==> src/rtl/uart_frame_writer.sv <==
// Parses HDR/LEN/payload/CHK byte frames from a UART receiver and streams the
// payload into a RAM through a wrapping write pointer, rolling back bad frames.
module uart_frame_writer #(
  parameter logic [7:0]  HDR         = 8'hA5,
  parameter int          ADDR_W      = 15,
  parameter logic [23:0] TIMEOUT_CYC = 24'd500000
) (
  input  logic              clk,
  input  logic              rst_n,
  input  logic [7:0]        rx_data,
  input  logic              rx_valid,
  output logic              wr_en,
  output logic [ADDR_W-1:0] wr_addr,
  output logic [7:0]        wr_data,
  output logic              frame_done,
  output logic              frame_err,
  output logic              busy,
  output logic [15:0]       frame_cnt
);

  typedef enum logic [1:0] {IDLE, GET_LEN, GET_DATA, GET_CHK} state_t;

  state_t            state, state_nxt;
  logic [7:0]        remain;
  logic [7:0]        acc;
  logic [ADDR_W-1:0] ptr, ptr_nxt, frame_base;
  logic [23:0]       tcnt;

  logic do_write, do_done, do_err, restore, save_base, load_len, timeout;

  // A byte arriving on the expiry cycle suppresses the timeout.
  assign timeout = (state != IDLE) && !rx_valid && (tcnt == TIMEOUT_CYC - 24'd1);
  assign busy    = (state != IDLE);

  always_comb begin
    // NOTE: every output of this block gets a default first so no path can
    // leave a signal unassigned and infer a latch.
    state_nxt = state;
    do_write  = 1'b0;
    do_done   = 1'b0;
    do_err    = 1'b0;
    restore   = 1'b0;
    save_base = 1'b0;
    load_len  = 1'b0;
    case (state)
      IDLE: if (rx_valid && rx_data == HDR) begin
        state_nxt = GET_LEN;
        save_base = 1'b1;
      end
      GET_LEN: if (rx_valid) begin
        if (rx_data == 8'd0) begin
          do_err    = 1'b1;
          state_nxt = IDLE;
        end else begin
          load_len  = 1'b1;
          state_nxt = GET_DATA;
        end
      end
      GET_DATA: if (rx_valid) begin
        do_write = 1'b1;
        if (remain == 8'd1) state_nxt = GET_CHK;
      end
      GET_CHK: if (rx_valid) begin
        if (rx_data == acc) begin
          do_done = 1'b1;
        end else begin
          do_err  = 1'b1;
          restore = 1'b1;
        end
        state_nxt = IDLE;
      end
      default: state_nxt = IDLE;
    endcase
    if (timeout) begin
      state_nxt = IDLE;
      do_err    = 1'b1;
      restore   = 1'b1;
    end
  end

  always_comb begin
    ptr_nxt = ptr;
    if (restore)       ptr_nxt = frame_base;
    else if (do_write) ptr_nxt = ptr + 1'b1;
  end

  always_ff @(posedge clk) begin
    // NOTE: state registers use non-blocking assignments so every flop samples
    // the pre-edge values, independent of statement order.
    if (!rst_n) begin
      state      <= IDLE;
      ptr        <= '0;
      frame_base <= '0;
      remain     <= '0;
      acc        <= '0;
      tcnt       <= '0;
      wr_en      <= 1'b0;
      wr_addr    <= '0;
      wr_data    <= '0;
      frame_done <= 1'b0;
      frame_err  <= 1'b0;
      frame_cnt  <= '0;
    end else begin
      state      <= state_nxt;
      ptr        <= ptr_nxt;
      wr_en      <= do_write;
      // Outside write strobes wr_addr tracks the next free location.
      wr_addr    <= do_write ? ptr : ptr_nxt;
      frame_done <= do_done;
      frame_err  <= do_err;
      tcnt       <= (state == IDLE || rx_valid) ? 24'd0 : tcnt + 24'd1;
      if (do_write) begin
        wr_data <= rx_data;
        remain  <= remain - 8'd1;
        acc     <= acc + rx_data;
      end
      if (load_len) begin
        remain <= rx_data;
        acc    <= 8'd0;
      end
      if (save_base) frame_base <= ptr;
      if (do_done)   frame_cnt  <= frame_cnt + 16'd1;
    end
  end

endmodule

==> config.mk <==
export PLATFORM = sky130hd
export DESIGN_NAME = uart_frame_writer
export DESIGN_NICKNAME = d
export VERILOG_FILES = /design/src/rtl/uart_frame_writer.sv
export SDC_FILE = /design/constraint.sdc
export NUM_CORES = 1
export LEC_CHECK = 0
export CAP_MARGIN = 0
export CORE_ASPECT_RATIO = 0.9
export CORE_MARGIN = 2
export CORE_UTILIZATION = 45
export CTS_CLUSTER_DIAMETER = 30
export DETAILED_ROUTE_END_ITERATION = 10
export GPL_TIMING_DRIVEN = 0
export PLACE_DENSITY = 0.71
export SLEW_MARGIN = 5
export SYNTH_ARGS = -nofsm -noshare
export SYNTH_HDL_FRONTEND = slang
export SYNTH_SLANG_ARGS = --single-unit
==> constraint.sdc <==
create_clock -name clk -period 4.9 [get_ports clk]
set_input_delay 0.98 -clock clk [delete_from_list [all_inputs] [get_ports clk]]
set_output_delay 0.98 -clock clk [all_outputs]
set_load 0.1 [all_outputs]
======== After elaboration in Yosys (flattened, before gate mapping) ========
Cells that the tools add are included.
W data, S select, Z words.
storage, ports and cells
  bits of input ports ..................... 11
  logic and storage cells ................. 73
  output and inout bits ................... 43
  register bits ........................... 114
cells by class
  multiplexer cells ....................... 30
  bitwise logic cells ..................... 1
  equal/unequal tests ..................... 12
  add/sub/neg operators ................... 5
  reduce and logical (&&, ||, !) cells .... 13
operators with widths
  kind                     count
  $mux W15                 3
  $add A24 B1 Y24 const B  1
  $eq A24 B19 Y1 const B   1
  $mux W1                  17
  $add A16 B1 Y16 const B  1
  $mux W8                  2
  $add A15 B1 Y15 const B  1
  $mux W2                  6
  $ne A2 B2 Y1 const B     5
  $add A8 B8 Y8            1
  $eq A8 B1 Y1 const B     1
  $eq A8 B8 Y1             1
  $eq A8 B8 Y1 const B     1
  $logic_not A8 Y1         1
  $pmux W2 S4              1
  $sub A8 B1 Y8 const B    1
  $reduce_or A2 Y1         3
  $reduce_and A5 Y1        1
  $eq A2 B2 Y1 const B     2
  $reduce_bool A2 Y1       2
  $logic_and A1 B1 Y1      3
  $eq A2 B1 Y1 const B     1
  $logic_not A2 Y1         1
  $pmux W1 S2              1
  3 further kinds          3

======== Depth between registers and ports, before layout ========
Gate-level depths: netlist of run 1.
  depth after elaboration ................. 7
  mapped depth ............................ 8
  mapped depth without buffers ............ 7

======== Worst setup path before layout of run 1 ========
OpenSTA, ideal clock, no wires.
  path type ............................... in2reg
  start point ............................. input rx_data[4]
  end point ............................... register frame_cnt[14]
  buffers on the path ..................... 1
  stages .................................. 7
  library setup time ...................... 115 ps
  setup slack ............................. 2041 ps
  arrival ................................. 2744 ps
  data required time ...................... 4785 ps
  cells stage by stage .................... ha_1 or4_1 nor4_1 buf_2 nand4_1 xnor2_1 and2_1
on the way
  longest elaborated chain between the ends .. 4
RTL lines
  item                    line  source
  start: declaration      10    input logic [7:0] rx_data,
  $eq A8 B8 Y1            64    if (rx_data == acc) begin
  $mux W1                 64
  $mux W1                 63    GET_CHK: if (rx_valid) begin
  $mux W1                 45    case (state)
  end signal: assignment  122   if (do_done) frame_cnt <= frame_cnt + 16'd1;
  end: declaration        18    output logic [15:0] frame_cnt
No other way between the ends.
A chain may end at the register's enable or synchronous reset.

======== Final worst setup path of run 1 ========
Ends and elaborated chain as after synthesis.

==> key figures, run 1 <==
Timing
  – Setup tns final: 0 ns
  – Clock skew: 0.008422 ns
  – Fin. Hold Viols: 0
  – Final setup vio count: 0
  – Fmax: 297.2 MHz
  – Max_slew headroom: 23.60%
  – Hold Worst Slack: 0.4580 ns
  – RSZ-0062 raised after global routing: no
  – Min Tclk post-route: 3.365 ns
  – Pins Over Slew Limit: 0
  – Actual slew at the worst max-slew pin: 1.137 ns
  – Final worst path period share: 68.68%

Floorplan
  – DIE WIDTH: 117.1 µm
  – Die height: 105.8 µm
  – I/O pin cnt: 54
  – Starting Density: 45.69%
  – Cell Rows: 37
  – Die area: 12,390 µm²
  – Core Area: 11,340 µm²

Synthesis
  – Seq/Total Area, Yosys: 44.04%
  – Async SR Flop Fraction: 0%
  – Top cells by area, synth: dfxtp_1 44%, nor2_1 6.4%, mux2i_1 5.8%, xor2_1 5.2%, nand2_1 4.0%
  – Ys Warns: 0
  – Syn Area/Cell: 8.935 µm²
  – Top-area cell type share of the netlist area: 44.04%
  – Netlist Area Pre-Place: 5182 µm²
  – Post-synth EDFFs: 0
  – Post-Synthesis Cells: 580
  – #FFs+latches synth: 114
  – Post-synth top flop: dfxtp_1
  – Post-Syn Nets: 604
  – Netlist cell types: 55
  – Cell taking the most area after synthesis: dfxtp_1

Drt
  – Initial detailed-routing violation count: 279
  – TritonRoute pass-1 iters: 4
  – Final WL: 11,840 µm
  – Via count: 4,381
  – Routed WL per cell: 14.42 µm
  – Drt drc: 0
  – Antenna-violating nets left: 0
  – DR vias/cell: 5.336

Run
  – MaxCap Viol Count: 0

Placement
  – Final HPWL DP: 8378 µm
  – GP Congestion: 0.8781
  – Port Buffers: 53
  – Dpl cell area: 5908 µm²

Finish
  – Diodes inserted: 0
  – P&R area growth vs syn: 25.76%
  – Layout fillers: 998
  – Layout cells sized above 1: 8.722%
  – Design Area, Final: 6518 µm²
  – NumNets Final: 676

CTS
  – Gates resized, CTS repair: 0
  – Clock transition at path regs: 0.06 ns
  – Clock sink count: 114
  – H-tree depth: 4
  – CTS tree: yes
  – Hold Buf Count CTS: 0
  – CTS Buffer Depth: 2
  – CTS buffer count: 17
  – Clock Tree Root: clkbuf_16
  – Clock latency on the worst-skew pair: 0.41 ns
  – # Post-CTS Setup Buffers: 0

Pwr
  – Pwr per Cell Area: 342.5 nW/µm²
  – Max VDD drop: 342.9 µV
  – Leak: 0.002489 µW

Outcome
  – Status: finished clean

Worst setup path
  – Buf/Inv on CP: 2
  – Worst-path maximum fanout: 10
  – Setup crit start kind: input pin
  – CP Capture Type: flip-flop
  – Crit Path Category: input pin to flip-flop
  – CP top delay family: simple AND/OR/NAND/NOR gates
  – Worst EP arrival: 3.67 ns
  – Critical Path RT: 5.21 ns
  – Worst-path cell chain: clkdlybuf4s50_1 > ha_1 > or4_1 > nor4_1 > buf_2 > nand4_1 > xnor2_1 > and2_1
  – Worst path slowest cell: or4_1
  – Crit path largest cell delay: 0.61 ns

Global routing
  – Vias in the first global route: 4,180
  – GRT Overall Usage: 20.55%
  – Initial antenna violation count: 0
  – Total grt overflow: 0
  – Largest net degree at the start of global routing: 17
  – First-pass GRT wire length: 19,990 µm

Worst hold path
  – HP Class: flip-flop to flip-flop
[placed cells by master (no fill, tap or decap), drive strengths merged, types with 5 or more instances in the layout]
cell type	instances
mux2i	30
nand3	24
xor2	31
inv	13
dfxtp	114
clkbuf	36
nor4	8
nor2	88
clkinv	5
a211oi	13
nand2	55
ha	12
buf	12
a21oi	36
and3	10
nand2b	8
or4	7
o21ai	9
clkdlybuf4s50	53
xnor2	20
nand4	24
nor3	8
[path summary, 6_finish.rpt]
path,startpoint,end,slack (ns),depth (start not counted)
worst max-delay path,rx_data[4],frame_cnt[14],1.53,8
worst min register to register,acc[4],acc[4],0.46,2
worst min-delay path,acc[4],acc[4],0.46,2
worst max register to register,acc[3],frame_cnt[14],2.40,7
[area by class of cell]
| type | instances | area, µm² | area share [%] |
|---|---|---|---|
| inverters | 9 | 33.78 | 0.5183 |
| plain buffers | 30 | 161.4 | 2.476 |
| flip-flops and latches | 114 | 2282 | 35.02 |
| multi-input cells | 427 | 2705 | 41.51 |
| clock inverters | 14 | 180.2 | 2.764 |
| clock buffers | 18 | 429.2 | 6.585 |
| well taps | 156 | 195.2 | 2.995 |
| repair buffers | 53 | 530.5 | 8.140 |
[per-stage QoR]
step	worst slack, ns	total power (µW)	std cells	util (%)
4_1_cts	1.525	2254	821	57.46
2_1_floorplan	2.041	971.2	580	-
5_1_grt	1.328	2302	821	57.46
6_report	1.535	2232	821	57.46
3_5_place_dp	1.101	994.4	789	52.09
3_3_place_gp	1.124	993.6	789	52.09
[state kept, by name, summed over array words and instances, names as in the netlist, named ones only]
signal / flops
frame_cnt: 16
frame_err: 1
frame_done: 1
tcnt: 24
wr_en: 1
wr_addr: 15
acc: 8
state: 1
frame_base: 15
ptr: 15
wr_data: 8
remain: 8
[per-layer routing]
metal | track usage (%) | vias up | wire length (µm)
met4 | 7.647 | 0 | 186
met5 | 0 | - | 0
li1 | - | 2174 | -
met3 | 5.693 | 19 | 444
met1 | 25.78 | 2113 | 5406
met2 | 33.48 | 75 | 5801
[synthesized netlist by cell type (9+ instances only)]
library cell	instances
a211oi_2	10
inv_1	9
nand2_1	55
and3_1	10
nor2_1	88
dfxtp_1	114
nand3_1	24
xnor2_1	20
nand4_1	24
a21oi_1	36
xor2_1	31
ha_1	12
mux2i_1	30
clkbuf_1	18
[report_power, final]
part	leakage, µW	internal, µW	switching [µW]
clock network	0.000292	806	451
registers	0.000918	928	0.171
logic	0.00128	15.1	32.0
[kinds of logic (layout without fill, tap and decap cells)]
kind of cell	after synthesis	in the layout	synth area share (%)
adder cells (fa/ha/maj)	13	13	3.283
XOR/XNOR	51	51	8.619
multiplexers	30	30	5.794
AO/OA/AOI/OAI	80	80	10.86
buffers and inverters	39	124	3.766
AND/OR/NAND/NOR	253	253	23.64
flip-flops	114	114	44.04
[worst reg2reg max path, delay by kind of cell, from the launching register on]
| kind | cells | cell delay (ns) |
|---|---|---|
| XOR/XNOR | 1 | 0.15 |
| flip-flops | 1 | 0.31 |
| AND/OR/NAND/NOR | 4 | 1.29 |
| adder cells (fa/ha/maj) | 1 | 0.35 |
| buffers and inverters | 1 | 0.30 |
No activity file was read; power rests on OpenSTA's default activity.
==> run 2: changes to the inputs <==
--- a/config.mk
+++ b/config.mk
@@ -12,7 +12,7 @@
 export CTS_CLUSTER_DIAMETER = 30
 export DETAILED_ROUTE_END_ITERATION = 10
 export GPL_TIMING_DRIVEN = 0
-export PLACE_DENSITY = 0.71
+export PLACE_DENSITY = 0.73
 export SLEW_MARGIN = 5
 export SYNTH_ARGS = -nofsm -noshare
 export SYNTH_HDL_FRONTEND = slang
==> constraint.sdc (replaced) <==
create_clock -name clk -period 2.8 [get_ports clk]
set_input_delay 0.56 -clock clk [delete_from_list [all_inputs] [get_ports clk]]
set_output_delay 0.56 -clock clk [all_outputs]
set_load 0.1 [all_outputs]
==> run 2 against run 1 <==
Clock skew shrank 0.0019 ns; cell area grew 0.19%; global-route usage grew 0.16 points; final cell count shrank 0.24%; sequential share of layout area shrank 0.067 points; clock-buffer cell count grew 7; total power grew 66%; largest cell class unchanged.
==> key figures, run 2 (synthesis gave the netlist of run 1 again) <==
Outcome
  – Status: finished clean

Finish
  – Biggest regs: tcnt: 24 flops, frame_cnt: 16 flops
  – P&R area growth vs syn: 26.00%
  – NumNets Final: 676 (unchanged)
  – Multi-input logic area: 2765 µm² (+2.2%)
  – Layout fillers: 970 (-2.8%)
  – Most frequent cells in the layout: 114 x dfxtp_1, 88 x nor2_1, 55 x nand2_1, 48 x clkdlybuf4s50_1, 36 x a21oi_1
  – Most common cell after layout, fill and taps aside: dfxtp_1
  – Layout cells sized above 1: 9.351% (+0.63 points)
  – Number of flip-flops in the largest register: 24 (unchanged)
  – Diodes inserted: 0 (unchanged)
  – Register area: 2282 µm² (unchanged)
  – Largest register by flop count: tcnt

Pwr
  – Leak: 0.002506 µW (+0.72%)
  – Max VDD drop: 401.2 µV (+17%)
  – Pwr per Cell Area: 566.9 nW/µm² (+66%)

Floorplan
  – I/O pin cnt: 54 (unchanged)
  – Cell Rows: 37 (unchanged)
  – Starting Density: 45.69% (unchanged)
  – Die area: 12,390 µm² (unchanged)
  – DIE WIDTH: 117.1 µm (unchanged)
  – Core Area: 11,340 µm² (unchanged)
  – Die height: 105.8 µm (unchanged)

CTS
  – Clock latency on the worst-skew pair: 0.41 ns (about the same)
  – CTS buffer count: 17 (unchanged)
  – CTS Buffer Depth: 2 (unchanged)
  – # Post-CTS Setup Buffers: 0 (unchanged)
  – H-tree depth: 4 (unchanged)
  – CTS tree: yes
  – Clock Tree Root: clkbuf_16
  – Clock transition at path regs: 0.05 ns (about the same)
  – Clock sink count: 114 (unchanged)

Timing
  – Fin. Hold Viols: 0 (unchanged)
  – Final worst path period share: 95.31%
  – Final setup vio count: 0 (unchanged)
  – Fmax: 374.7 MHz
  – Max_slew headroom: 28.60% (+5.0 points)
  – Pins Over Slew Limit: 0 (unchanged)
  – Actual slew at the worst max-slew pin: 1.063 ns (-0.07436 ns)
  – Hold Worst Slack: 0.4596 ns (+0.001594 ns)
  – Min Tclk post-route: 2.669 ns
  – Clock skew: 0.006501 ns (-0.001921 ns)
  – RSZ-0062 raised after global routing: no
  – Worst Setup Slack, final: 0.1314 ns (-1.404 ns)

Drt
  – Antenna-violating nets left: 0 (unchanged)
  – Via count: 4,383 (+0.046%)
  – TritonRoute pass-1 iters: 5 (+1)
  – Initial detailed-routing violation count: 233 (-16%)
  – Routed WL per cell: 14.40 µm (-0.12%)
  – Final WL: 11,800 µm (-0.36%)
  – Drt drc: 0 (unchanged)
  – DR vias/cell: 5.352 (+0.29%)

Global routing
  – GRT Overall Usage: 20.72% (+0.16 points)
  – Total grt overflow: 0 (unchanged)
  – Largest net degree at the start of global routing: 17 (unchanged)
  – Vias in the first global route: 4,165 (-0.36%)
  – Initial antenna violation count: 0 (unchanged)
  – First-pass GRT wire length: 20,240 µm (+1.2%)

Worst hold path
  – HP Class: flip-flop to flip-flop

Worst setup path
  – Worst-path maximum fanout: 8 (-2)
  – Crit Path Category: flip-flop to output port
  – Critical Path RT: 2.24 ns (-2.97 ns)
  – Worst path slowest cell: clkdlybuf4s50_1
  – Buf/Inv on CP: 1 (-1)
  – Worst-path cell chain: clkdlybuf4s50_1
  – CP top delay family: buffers and inverters
  – Setup crit start kind: flip-flop
  – Crit path largest cell delay: 1.20 ns (+0.59 ns)
  – Worst EP arrival: 2.11 ns (-1.56 ns)
  – CP Capture Type: output port

Run
  – MaxCap Viol Count: 0 (unchanged)

Placement
  – GP Congestion: 0.8641 (-1.6%)
  – Final HPWL DP: 8353 µm (-0.29%)
  – Setup WS pre-CTS: -0.5032 ns (-1.604 ns)
  – Port Buffers: 53 (unchanged)
run 2: changes by cell type in the layout (fill, tap and decap cells not counted), moves of 3 or more:
cell             before  now
clkinv_4              4    0
clkdlybuf4s50_1      53   48
clkbuf_8              0    4
inv_6                 4    0
clkbuf_1             19   22
dlymetal6s2s_1        0    4
ha_1                 12    8
run 2: tightest hold or removal path: cells and delay by family, from the launching register on:
kind	cells	cell delay, ns
flops	1	0.30
simple gates	1	0.05
compound gates	1	0.05
run 2: cell type report:
type,count,share of cell area (%)
repair buffers,53,8.258
well taps,156,2.989
flip-flops and latches,114,34.95
clock buffers,25,7.588
plain buffers,30,2.548
multi-input cells,427,42.35
clock inverters,5,0.8048
inverters,9,0.5173
run 2: timing repair:
item	CTS	global route
endpoints found under the setup margin	30	23
gates resized for setup	6	11
hold buffers	0	0
hold endpoints to repair	0	0
run 2: per-layer routing:
metal	GRT usage [%]	vias up	routed length (µm)
li1	-	2184	-
met1	26.76	2096	5356
met2	33.32	87	5878
met3	5.233	16	420
met4	7.479	0	140
met5	0	-	0
run 2: worst paths after layout:
path	startpoint	endpoint	slack, ns	cells after the start
worst max-delay path	frame_cnt[0]	frame_cnt[0]	0.13	1
worst min-delay path	wr_data[7]	wr_data[7]	0.46	2
worst max register to register	tcnt[0]	wr_addr[7]	0.45	8
worst min register to register	wr_data[7]	wr_data[7]	0.46	2
run 2: metrics by stage:
step	power, µW	TNS (ns)	instance area, µm²	std cells	utilization [%]
detailed placement	1741	-21.52	5908	789	52.09
global placement	1739	-21.34	5908	789	52.09
CTS	3725	0	6475	819	57.09
finish	3702	0	6530	819	57.57
global route	3814	0	6530	819	57.57
floorplan	1700	0	5182	580	-
run 2: power by group:
part           internal, µW  switching [µW]  total [µW]
Combinational          28.8            57.9        86.7
Sequential             1630           0.302        1630
Clock                  1300             693        1990
Total                  2950             751        3700
==> RTL edit, RTL diff (settings of run 2) <==
The 4 states of `state_t` get a one-hot encoding in 4 bits.
--- a/src/rtl/uart_frame_writer.sv
+++ b/src/rtl/uart_frame_writer.sv
@@ -18,7 +18,7 @@
   output logic [15:0]       frame_cnt
 );
 
-  typedef enum logic [1:0] {IDLE, GET_LEN, GET_DATA, GET_CHK} state_t;
+  typedef enum logic [3:0] {IDLE = 4'b0001, GET_LEN = 4'b0010, GET_DATA = 4'b0100, GET_CHK = 4'b1000} state_t;
 
   state_t            state, state_nxt;
   logic [7:0]        remain;
Check against the original RTL: same outputs for any inputs over 4 cycles, from zero or initial values and one cycle with rst_n low; so few cycles prove little.
==> RTL edit against run 2 <==
  * Final area increased by 4.8%
  * Via count grew 18%
  * Sequential cell count grew 2
  * Non-clock buffer count rose by 14
  * Routed wire length is 23% higher
  * Area after synthesis up 5.6%
  * Synthesized cell count increased by 11%
  * Cell count up 8.8%
  * Total power is 6.3% higher
  * Setup slack worse by 0.064 ns
  * Global-route usage grew 2.4 points
  * Count of clock-buffer cells in the layout shrank 3
  * Largest cell class unchanged
  * Highest routed layer unchanged
==> RTL edit: results (changes against run 2) <==
* Wire per inst at 16.26 um (was 14.40 um)
* Reg2reg start: tcnt[13] (was tcnt[0])
* Crit path launch type: input port (was flip-flop)
* Worst Hold Class: reg2reg (unchanged)
* Dpl cells at 858 (was 789)
* Yosys warning count at 0 (unchanged)
* First-pass GRT wire length at 23.74 mm (was 20.24 mm)
* Finished Layout Cells at 891 (was 819)
* Critical-path maximum fanout at 10 (was 8)
* Outcome: completed (unchanged)
* Port buffer count at 53 (unchanged)
* Total number of vias at 5160 (was 4383)
* Clock latency on the worst-skew pair at 0.41 ns (about the same)
* Top cells by count, synth: dfxtp_1, a21oi_1, nor2_1 (was dfxtp_1, nor2_1, nand2_1)
* Largest regs: tcnt (24), frame_cnt (16) (unchanged)
* DR pass1 iterations at 5 (unchanged)
* DR iter-0 viols at 399 (was 233)
* Clock root buffer: clkbuf_16 (unchanged)
* Largest net degree at the start of global routing at 17 (unchanged)
* DP HPWL at 9.830 mm (was 8.353 mm)
* Post-Route Skew at 0.006578 ns (was 0.006501 ns)
* Synth Flop Type: dfxtp_1 (unchanged)
* Fill cells at 1090 (was 970)
* Fraction of layout cells with a size suffix above 1 at 8.482% (was 9.351%)
* Post-synth cell types at 56 (was 55)
* Antenna violations before repair at 0 (unchanged)
* Worst-case clock buffer depth at 2 (unchanged)
* Maximum VDD drop at 0.4696 mV (was 0.4012 mV)
* Leak at 2.416 nW (was 2.506 nW)
* HP Start: acc[5] (was wr_data[7])
* Flop-to-flop setup slack at 0.32 ns (was 0.45 ns)
* GRT Overall Usage at 23.08% (was 20.72%)
* Clock slew at reported path FFs at 0.05 ns (about the same)
* Syn nets at 669 (was 604)
* H-tree depth at 4 (unchanged)
* Nets at 743 (was 676)
* Top post-synthesis cells by area: dfxtp_1, a21oi_1, nor2_1, xnor2_1, nand2_1 (was dfxtp_1, nor2_1, mux2i_1, xor2_1, nand2_1)
* Post-synth ARST share at 0% (unchanged)
* Number of diodes at 0 (unchanged)
* Vias in the first global route at 4932 (was 4165)
* Avg Inst Size Synth at 8.487 sq um (was 8.935 sq um)
* Slew HR at 34.69% (was 28.60%)
* Num CTS Buffers at 17 (unchanged)
* Proportion of synthesized chip area in sequential cells at 42.42% (was 44.04%)
* RePlAce Congestion at 0.9366 (was 0.8641)
* Crit path DAT at 3.07 ns (was 2.11 ns)
* Critical Path Source: rx_data[3] (was frame_cnt[0])
==> RTL edit: changes by cell type in the layout (fill, tap and decap cells not counted), sizes merged, moves of 9 or more <==
cell	before	now
a21oi	36	69
clkbuf	43	52
inv	9	20
mux2i	30	17
nand3	24	38
nand4	24	15
nor2	88	59
o21ai	9	29
or3	4	15
xor2	31	13
==> RTL edit: worst paths after layout <==
check,cells after the start,end
setup / recovery,8,frame_cnt[12]
hold / removal,2,acc[5]
setup reg to reg,6,wr_addr[4]
hold reg to reg,2,acc[5]
==> RTL edit: logic make-up after synthesis <==
family                     share of synthesized area [%]
buffers and inverters                              4.754
muxes                                              3.314
AOI/OAI and AO/OA                                  16.25
xor gates and xnor gates                           5.920
adders and majority gates                          3.109
DFF                                                42.42
and+or+nand+nor                                    24.23
==> RTL edit: report_power, final <==
part / leakage [nW] / internal [mW] / switching [mW]
Sequential: 0.934 / 1.65 / 0.000137
Combinational: 1.19 / 0.0261 / 0.0583
Clock: 0.288 / 1.46 / 0.742
Total: 2.42 / 3.14 / 0.800
==> RTL edit: timing repair <==
action | CTS | global route
endpoints found under the setup margin | 39 | 32
buffers inserted | 0 | 3
pin swaps | 0 | 2
hold buffers | 0 | 0
gates resized for setup | 7 | 7
==> RTL edit: final cells by class <==
| cell class | count | area share, % |
|---|---|---|
| multi-input combinational | 467 | 42.40 |
| sequential | 116 | 33.94 |
| timing repair buffer | 56 | 8.064 |
| clock buffer | 22 | 6.930 |
| tap | 160 | 2.926 |
| buffer | 41 | 2.779 |
| clock inverter | 9 | 1.865 |
| inverter | 20 | 1.097 |
==> RTL edit: metal layers <==
metal | vias up | GRT usage, % | wire [um]
li1 | 2470 | - | -
met3 | 33 | 6.747 | 943
met5 | - | 0 | 0
met2 | 203 | 36.81 | 6930
met1 | 2454 | 29.21 | 6314
met4 | 0 | 10.22 | 303
==> RTL edit: metrics by stage <==
stage	hold WS [ns]	setup slack, ns	power, mW	area (sq um)	TNS (ns)
floorplan	0.4297	0.3750	1.726	5474	0
global placement	0.4441	-0.6892	1.767	6205	-28.21
detailed placement	0.4503	-0.6266	1.768	6205	-28.06
CTS	0.4576	0.03418	3.953	6810	0
global route	0.4757	-0.09907	4.055	6843	-0.5645
finish	0.4551	0.06773	3.937	6843	0
==> RTL edit: worst max-delay path: stages <==
cell and delay, ns:
clkdlybuf4s50_1 0.58, ha_2 0.35, nor4_1 0.35, and3_4 0.31, nand4_1 0.16, clkbuf_2 0.23
or3_1 0.36, a21oi_1 0.16
